`src/rtl/bus_control_unit.sv`:
```
// Bus control unit: owns the external bus and runs instruction prefetch and
// execution-unit data cycles. Fetched bytes are pushed into the prefetch queue.
//
// Ports:
//   clk, reset         clock, synchronous active-high reset
//   readyb             active-low ready; a bus cycle ends on the edge that samples it low
//   data_in            read data bus
//   address_out        20-bit bus address ({seg,4'h0} + offset)
//   bus_status         4'hF idle, 4'b1001 prefetch, 4'b1010 data read, 4'b1110 data write
//   bhe_n              active-low high-byte enable
//   data_out           write data bus
//   queue_full         queue cannot take two more bytes
//   push_queue         one-cycle push strobe with push_data/push_count
//   flush, flush_ps,
//   flush_pc           redirect the fetch stream to flush_ps:flush_pc
//   mem_req..mem_wdata EXU data request (held until mem_ack)
//   mem_ack, mem_rdata one-cycle completion strobe with read data
//   pfp, ps            current prefetch pointer and program segment
module bus_control_unit #(
  parameter logic [15:0] RESET_PS  = 16'hFFFF,
  parameter logic [15:0] RESET_PFP = 16'h0000
) (
  input  logic        clk,
  input  logic        reset,
  input  logic        readyb,
  input  logic [15:0] data_in,
  output logic [19:0] address_out,
  output logic [3:0]  bus_status,
  output logic        bhe_n,
  output logic [15:0] data_out,
  input  logic        queue_full,
  output logic        push_queue,
  output logic [15:0] push_data,
  output logic [1:0]  push_count,
  input  logic        flush,
  input  logic [15:0] flush_ps,
  input  logic [15:0] flush_pc,
  input  logic        mem_req,
  input  logic        mem_we,
  input  logic        mem_word,
  input  logic [19:0] mem_addr,
  input  logic [15:0] mem_wdata,
  output logic        mem_ack,
  output logic [15:0] mem_rdata,
  output logic [15:0] pfp,
  output logic [15:0] ps
);

  localparam logic [3:0] StatIdle = 4'hF;
  localparam logic [3:0] StatPf   = 4'b1001;
  localparam logic [3:0] StatRd   = 4'b1010;
  localparam logic [3:0] StatWr   = 4'b1110;

  typedef enum logic [2:0] {StIdle, StPf, StRd, StWr, StRd2, StWr2} state_e;

  state_e      state_q;
  logic [19:0] address_q;
  logic [3:0]  status_q;
  logic        bhe_n_q;
  logic [15:0] data_out_q;
  logic        push_q;
  logic [15:0] push_data_q;
  logic [1:0]  push_count_q;
  logic        ack_q;
  logic [15:0] rdata_q;
  logic [15:0] pfp_q;
  logic [15:0] ps_q;
  // Flush seen while a bus cycle is in flight, applied when the transaction ends.
  logic        fl_pend_q;
  logic [15:0] fl_ps_q;
  logic [15:0] fl_pc_q;
  // Odd-address word access: second byte cycle owed after the idle clock.
  logic        split_q;
  logic [19:0] addr2_q;
  logic [7:0]  wd_hi_q;
  logic        we_q;
  logic        word_q;
  logic        odd_q;

  logic [19:0] pf_addr;
  logic        cycle_done;
  logic        split_first;
  logic        apply_flush;
  logic        busy;
  logic        do_flush;
  logic [15:0] eff_ps;
  logic [15:0] eff_pc;

  always_comb begin
    pf_addr     = {ps_q, 4'h0} + {4'h0, pfp_q};
    cycle_done  = (state_q != StIdle) && !readyb;
    split_first = ((state_q == StRd) || (state_q == StWr)) && word_q && odd_q;
    // The first half of a split word is not the end of the transaction.
    apply_flush = cycle_done && !split_first;
    busy        = (state_q != StIdle) || split_q;
    do_flush    = flush || fl_pend_q;
    eff_ps      = flush ? flush_ps : fl_ps_q;
    eff_pc      = flush ? flush_pc : fl_pc_q;
  end

  always_ff @(posedge clk) begin
    if (reset) begin
      state_q      <= StIdle;
      address_q    <= {RESET_PS, 4'h0} + {4'h0, RESET_PFP};
      status_q     <= StatIdle;
      bhe_n_q      <= 1'b1;
      data_out_q   <= 16'h0000;
      push_q       <= 1'b0;
      push_data_q  <= 16'h0000;
      push_count_q <= 2'd0;
      ack_q        <= 1'b0;
      rdata_q      <= 16'h0000;
      pfp_q        <= RESET_PFP;
      ps_q         <= RESET_PS;
      fl_pend_q    <= 1'b0;
      fl_ps_q      <= 16'h0000;
      fl_pc_q      <= 16'h0000;
      split_q      <= 1'b0;
      addr2_q      <= 20'h00000;
      wd_hi_q      <= 8'h00;
      we_q         <= 1'b0;
      word_q       <= 1'b0;
      odd_q        <= 1'b0;
    end else begin
      push_q <= 1'b0;
      ack_q  <= 1'b0;

      if (cycle_done) begin
        state_q  <= StIdle;
        status_q <= StatIdle;
        bhe_n_q  <= 1'b1;
      end

      if (busy) begin
        if (apply_flush) begin
          if (do_flush) begin
            ps_q  <= eff_ps;
            pfp_q <= eff_pc;
          end
          fl_pend_q <= 1'b0;
        end else if (flush) begin
          fl_pend_q <= 1'b1;
          fl_ps_q   <= flush_ps;
          fl_pc_q   <= flush_pc;
        end
      end

      unique case (state_q)
        StIdle: begin
          if (split_q) begin
            // High byte of an odd word goes on the low lane at addr+1.
            state_q    <= we_q ? StWr2 : StRd2;
            status_q   <= we_q ? StatWr : StatRd;
            address_q  <= addr2_q;
            bhe_n_q    <= 1'b1;
            data_out_q <= {wd_hi_q, wd_hi_q};
            split_q    <= 1'b0;
          end else if (flush) begin
            ps_q  <= flush_ps;
            pfp_q <= flush_pc;
          end else if (mem_req && !ack_q) begin
            state_q    <= mem_we ? StWr : StRd;
            status_q   <= mem_we ? StatWr : StatRd;
            address_q  <= mem_addr;
            bhe_n_q    <= ~(mem_word | mem_addr[0]);
            data_out_q <= (mem_word && !mem_addr[0]) ? mem_wdata
                                                     : {mem_wdata[7:0], mem_wdata[7:0]};
            we_q       <= mem_we;
            word_q     <= mem_word;
            odd_q      <= mem_addr[0];
            addr2_q    <= mem_addr + 20'd1;
            wd_hi_q    <= mem_wdata[15:8];
          end else if (!queue_full) begin
            state_q   <= StPf;
            status_q  <= StatPf;
            address_q <= pf_addr;
            bhe_n_q   <= 1'b0;
          end
        end
        StPf: begin
          // A flushed fetch still runs to the end but its data is dropped.
          if (!readyb && !do_flush) begin
            push_q <= 1'b1;
            if (pfp_q[0]) begin
              push_data_q  <= {8'h00, data_in[15:8]};
              push_count_q <= 2'd1;
              pfp_q        <= pfp_q + 16'd1;
            end else begin
              push_data_q  <= data_in;
              push_count_q <= 2'd2;
              pfp_q        <= pfp_q + 16'd2;
            end
          end
        end
        StRd, StWr: begin
          if (!readyb) begin
            if (split_first) begin
              split_q <= 1'b1;
              if (state_q == StRd) rdata_q[7:0] <= data_in[15:8];
            end else begin
              ack_q <= 1'b1;
              if (state_q == StRd) begin
                rdata_q <= word_q ? data_in
                                  : {8'h00, (odd_q ? data_in[15:8] : data_in[7:0])};
              end
            end
          end
        end
        StRd2, StWr2: begin
          if (!readyb) begin
            ack_q <= 1'b1;
            if (state_q == StRd2) rdata_q[15:8] <= data_in[7:0];
          end
        end
        default: state_q <= StIdle;
      endcase
    end
  end

  assign address_out = address_q;
  assign bus_status  = status_q;
  assign bhe_n       = bhe_n_q;
  assign data_out    = data_out_q;
  assign push_queue  = push_q;
  assign push_data   = push_data_q;
  assign push_count  = push_count_q;
  assign mem_ack     = ack_q;
  assign mem_rdata   = rdata_q;
  assign pfp         = pfp_q;
  assign ps          = ps_q;

endmodule

```
`config.mk`:
```
export PLATFORM = sky130hd
export DESIGN_NAME = bus_control_unit
export DESIGN_NICKNAME = d
export VERILOG_FILES = /design/src/rtl/bus_control_unit.sv
export SDC_FILE = /design/constraint.sdc
export NUM_CORES = 1
export LEC_CHECK = 0
export CORE_MARGIN = 10
export CORE_UTILIZATION = 51
export DETAILED_ROUTE_END_ITERATION = 10
export PLACE_DENSITY_LB_ADDON = 0.1
export SYNTH_ARGS = -nofsm -noshare
export SYNTH_HDL_FRONTEND = slang
export SYNTH_SLANG_ARGS = --single-unit
```
`constraint.sdc`:
```
create_clock -name clk -period 2.3 [get_ports clk]
set_input_delay 0.23 -clock clk [delete_from_list [all_inputs] [get_ports clk]]
set_output_delay 0.23 -clock clk [all_outputs]
set_load 0.005 [all_outputs]
```
# Word level (Yosys, flattened, before mapping)
# Cells that the tools add are included.
# op_classes
add_sub_neg,4
eq_ne,13
n_mux,68
bitwise,7
n_reduce_logical,34
# ops
cell,n
two-way mux 16 bit,23
two-way mux 20 bit,4
two-way mux 8 bit,6
case mux 16 bit (2 select lines),1
two-way mux 4 bit,6
two-way mux 3 bit,7
"adder 20 x 1 -> 20 bit, second input constant",1
adder 20 x 16 -> 20 bit,1
"adder 16 x 1 -> 16 bit, second input constant",1
"adder 16 x 2 -> 16 bit, second input constant",1
two-way mux 1 bit,16
case mux 8 bit (2 select lines),1
"!= test 2 bit, second input constant",6
AND reduction 3 bit,4
nonzero test 2 bit,4
logical AND 1 bit,7
"== test 3 x 2 -> 1 bit, second input constant",2
"== test 3 bit, second input constant",2
inverter 1 bit,6
case mux 3 bit (2 select lines),1
AND reduction 2 bit,3
AND reduction 6 bit,1
OR reduction 2 bit,3
zero test 1 bit,5
other kinds (11),14
# totals
reg_bits,177
in_bits,92
output_inout_bits,109
word_cells,148

# Depth between registers and ports, before layout
# logic_depth
depth_word,11
depth_mapped,9
depth_no_buf,9

# Worst setup path after synthesis
# No wires, ideal clock.
# synth_timing
kind,reg-to-reg
startpoint,register pfp_q[4] (netlist: pfp[4])
endpoint,register address_q[18] (netlist: address_out[18])
setup_time_ns,0.101
t_arrival_ns,2.041
t_required_ns,2.199
slack_ns,0.158
path_stages_with_launch,10
n_path_buf,0
period_less_slack_ns,2.142
cell_sequence,dfxtp_1 > ha_1 > inv_1 > fa_1 > nor2b_1 > o31a_1 > o22ai_1 > a211oi_1 > xnor2_1 > o41ai_1
# synth_between
elab_chain_cells,5
# synth_lines
item,line_no,text
from (decl),66,logic [15:0] pfp_q;
from (signal assigned),138,pfp_q <= eff_pc;
from (signal assigned),160,pfp_q <= flush_pc;
from (signal assigned),187,pfp_q <= pfp_q + 16'd1;
adder 20 x 16 -> 20 bit,90,"pf_addr = {ps_q, 4'h0} + {4'h0, pfp_q};"
two-way mux 20 bit,173,end else if (!queue_full) begin
two-way mux 20 bit,161,end else if (mem_req && !ack_q) begin
two-way mux 20 bit,158,end else if (flush) begin
two-way mux 20 bit,150,if (split_q) begin
to (signal assigned),154,address_q <= addr2_q;
to (signal assigned),164,address_q <= mem_addr;
to (signal assigned),176,address_q <= pf_addr;
to (decl),57,logic [19:0] address_q;
# No other way between the ends. The select of a mux whose other input is x is not followed.
# A chain may end at the register's enable or synchronous reset.

# Worst setup path after layout
# layout_timing
startpoint,register pfp_q[9] (netlist: pfp[9])
endpoint,register address_q[19] (netlist: address_out[19])
# The elaborated chain is that of the path after synthesis.

==> results.json <==
{
  "status": "completed",
  "worstPathCellList": "ha_1, o21ai_0, a21oi_1, o31a_1, a31oi_1, or4b_1, nand3_1",
  "ioPinCount": 201,
  "skew_ns": 0.0107,
  "worst_pin_slew_ns": 0.746,
  "ys_ff_latch": 177,
  "post_cts_buffers": 0,
  "grt_usage_pct": 24.0,
  "die_x_um": 154,
  "grt_pass1_wl_um": 47700,
  "worst_path_max_delay_cell": "or4b_1",
  "clock_path_buffers": 2,
  "layout.nets": 1457,
  "r2r.worst_path.cells": 7,
  "dieArea_um2": 23900,
  "grt-ovfl-total": 0,
  "clk_latency_ns": 0.43,
  "synth_edf_count": 0,
  "ys_seq_area_share_pct": 38.4,
  "ys.flop_type": "dfxtp_1",
  "holdPathEnd": "fl_pc_q[6]$_SDFFE_PP0P_",
  "antenna_found_initial": 0,
  "areaGrowthSynthToFinish_pct": 33.7,
  "cts_root_buffer": "clkbuf_16",
  "fin_hold_ws_ns": 0.224,
  "rsz0062_at_grt": "false",
  "ys_top_cells_by_count": "dfxtp_1 (177), nand2_1 (172), nor2_1 (120)",
  "post-route-drc-count": 0,
  "r2r-end": "address_out[19]$_SDFFE_PP1P_",
  "netlist.area_leader.share_pct": 38.4,
  "drv_cap": 0,
  "fill_cells": 1538,
  "finalCriticalPeriod_ns": 2.17,
  "startpoint_type": "flop",
  "crit_path_end_kind": "flop",
  "yosys_warnings": 0,
  "synthTopCellsByArea": "dfxtp_1 (38%), nand2_1 (7.0%), a21oi_1 (5.9%), nor2_1 (4.9%), mux2i_1 (4.5%)",
  "syn_area_um2": 9220,
  "critPathKind": "flop to flop",
  "timing.final.hold_violations": 0,
  "initial_core_util_pct": 51.5,
  "routed_wl_um": 30100,
  "ir_worst_vdd_uv": 544,
  "die_y_um": 154,
  "yosys.area.top_type": "dfxtp_1",
  "grt_pass1_vias": 8953,
  "max_stage_delay_ns": 0.53,
  "fin_crit_sh_pct": 94.3,
  "synth_cell_types": 70,
  "hp-class": "primary input to flop",
  "drt-pass1-iter-count": 5,
  "grtUsageMet3_pct": 5.68,
  "final_util_pct": 68.8,
  "r2r-start": "pfp[9]$_SDFF_PP0_",
  "async_flop_share_pct": 0,
  "cts_tree": "built",
  "maxSlewViolCount": 0,
  "core_area_um2": 17900,
  "grtUsageMet1_pct": 31.0,
  "postRouteAntennaNets": 0,
  "drive_above_1_share_pct": 9.54,
  "fmax_mhz": 461,
  "crit_fanout": 6,
  "wire_per_inst_um": 18.9,
  "grt.busiest_layer": "met2",
  "setup_viol": 0,
  "r2r_slack_ns": 0.13,
  "worstPathRequired_ns": 2.67,
  "crit_arrival_ns": 2.54,
  "drtIter0Drc": 739,
  "cts.sinks": 177,
  "hpwl_um": 21600,
  "p_per_area_nw_per_um2": 685,
  "seq_area_um2": 3540,
  "syn_inst": 1148,
  "use_met2_pct": 38.8,
  "cts_buffers": 17,
  "htree_num_levels": 4,
  "p_leak_nw": 4.49,
  "vias_per_cell": 5.86,
  "vias": 9341,
  "hold_depth": 2,
  "grt_max_degree": 58,
  "holdCritStartpoint": "reset",
  "slew_headroom_pct": 50.2,
  "place_congestion": 0.922,
  "clk_pin_slew_ns": 0.07,
  "synth_most_common_cell": "dfxtp_1",
  "synth.net_count": 1255,
  "placementRows": 49,
  "portBuffers": 200,
  "avgSynthCellArea_um2": 8.03,
  "multi_input_area_um2": 5240
}
## final cells by class
type	instances	area share (%)
Sequential cell	177	28.8
Inverter	11	0.335
Clock inverter	13	1.42
Tap cell	229	2.32
Multi-Input combinational cell	872	42.5
Timing Repair Buffer	271	21.0
Antenna cell	1	0.0203
Clock buffer	19	3.59
## power by group
part | total [mW] | switching [mW] | internal, mW | leakage, nW
clock | 3.06 | 1.30 | 1.76 | 0.306
sequential | 3.43 | 0.159 | 3.27 | 1.45
combinational | 1.95 | 0.999 | 0.955 | 2.74
## metrics by stage
stage          area, um2  std cells  setup TNS, ns  power [mW]  worst slack [ns]
2_1_floorplan       9220       1148              0        4.51             0.158
6_report           12300       1593              0        8.45             0.132
3_3_place_gp       11700       1560              0        5.39            0.0504
4_1_cts            12300       1592              0        8.46            0.0551
5_1_grt            12300       1592              0        8.81          0.000763
3_5_place_dp       11700       1560       -0.00515        5.41          -0.00301
## cells in the final DEF, fill, tap and decap left out, types with 12 or more instances in the layout
cell             Yosys  final
a211oi_1            48     48
a21oi_1            109    109
a221oi_1            20     20
a22oi_1             16     16
a311oi_1            24     24
buf_4                3     67
clkbuf_16            0     17
clkdlybuf4s50_1      0    198
dfxtp_1            177    176
ha_1                14     13
mux2i_1             41     41
nand2_1            172    172
nand2b_1            12     12
nand3_1             30     30
nor2_1             120    119
nor3_1              22     22
o21ai_0             59     57
xnor2_1             21     21
xor2_1              14     14
## cells by family after synthesis
| logic type | count (synthesis) | synth area share [%] |
|---|---|---|
| flops | 177 | 38.4 |
| compound gates | 349 | 24.9 |
| mux | 44 | 4.82 |
| fa+ha+maj | 15 | 2.12 |
| simple gates | 429 | 21.4 |
| xor+xnor | 35 | 3.33 |
| buf+inv | 99 | 4.98 |
## how the worst max path moves through the flow
stage / startpoint / to / slack, ns
after floorplan: pfp[4]$_SDFF_PP0_ / address_out[18]$_SDFFE_PP1P_ / 0.16
after CTS: ps[0]$_SDFF_PP1_ / address_out[18]$_SDFFE_PP1P_ / 0.06
after global routing: ps[3]$_SDFF_PP1_ / address_out[19]$_SDFFE_PP1P_ / 0.0008
after detailed placement: readyb / ps[0]$_SDFF_PP1_ / -0.003
after global placement: readyb / pfp[8]$_SDFF_PP0_ / 0.05
final: pfp[9]$_SDFF_PP0_ / address_out[19]$_SDFFE_PP1P_ / 0.13
## per-layer routing
layer / vias up / wire length (um)
li1: 4591 / -
met1: 4334 / 13300
met2: 379 / 14000
met3: 37 / 2310
met4: 0 / 475
met5: - / 0
## sequential cells by signal, indices dropped and copies added (netlist names), 3 cells and up
| signal | count |
|---|---|
| fl_pc_q | 16 |
| fl_ps_q | 16 |
| pfp | 16 |
| bus_status | 4 |
| ps | 16 |
| state_q | 3 |
| addr2_q | 20 |
| address_out | 20 |
| wd_hi_q | 8 |
| mem_rdata | 16 |
| push_data | 16 |
| data_out | 16 |
## timing repair
item	in CTS	in global routing
hold endpoints to repair	0	0
resized for setup	0	6
hold buffers	0	0
endpoints found under the setup margin	0	21
## worst max-delay path: cells and delay by family, from the launching register on
family / cells / cell delay (ns)
AOI/OAI and AO/OA: 4 / 0.75
DFF: 1 / 0.34
and+or+nand+nor: 2 / 0.62
adders and majority gates: 1 / 0.39
(Power assumes the default switching activity.)
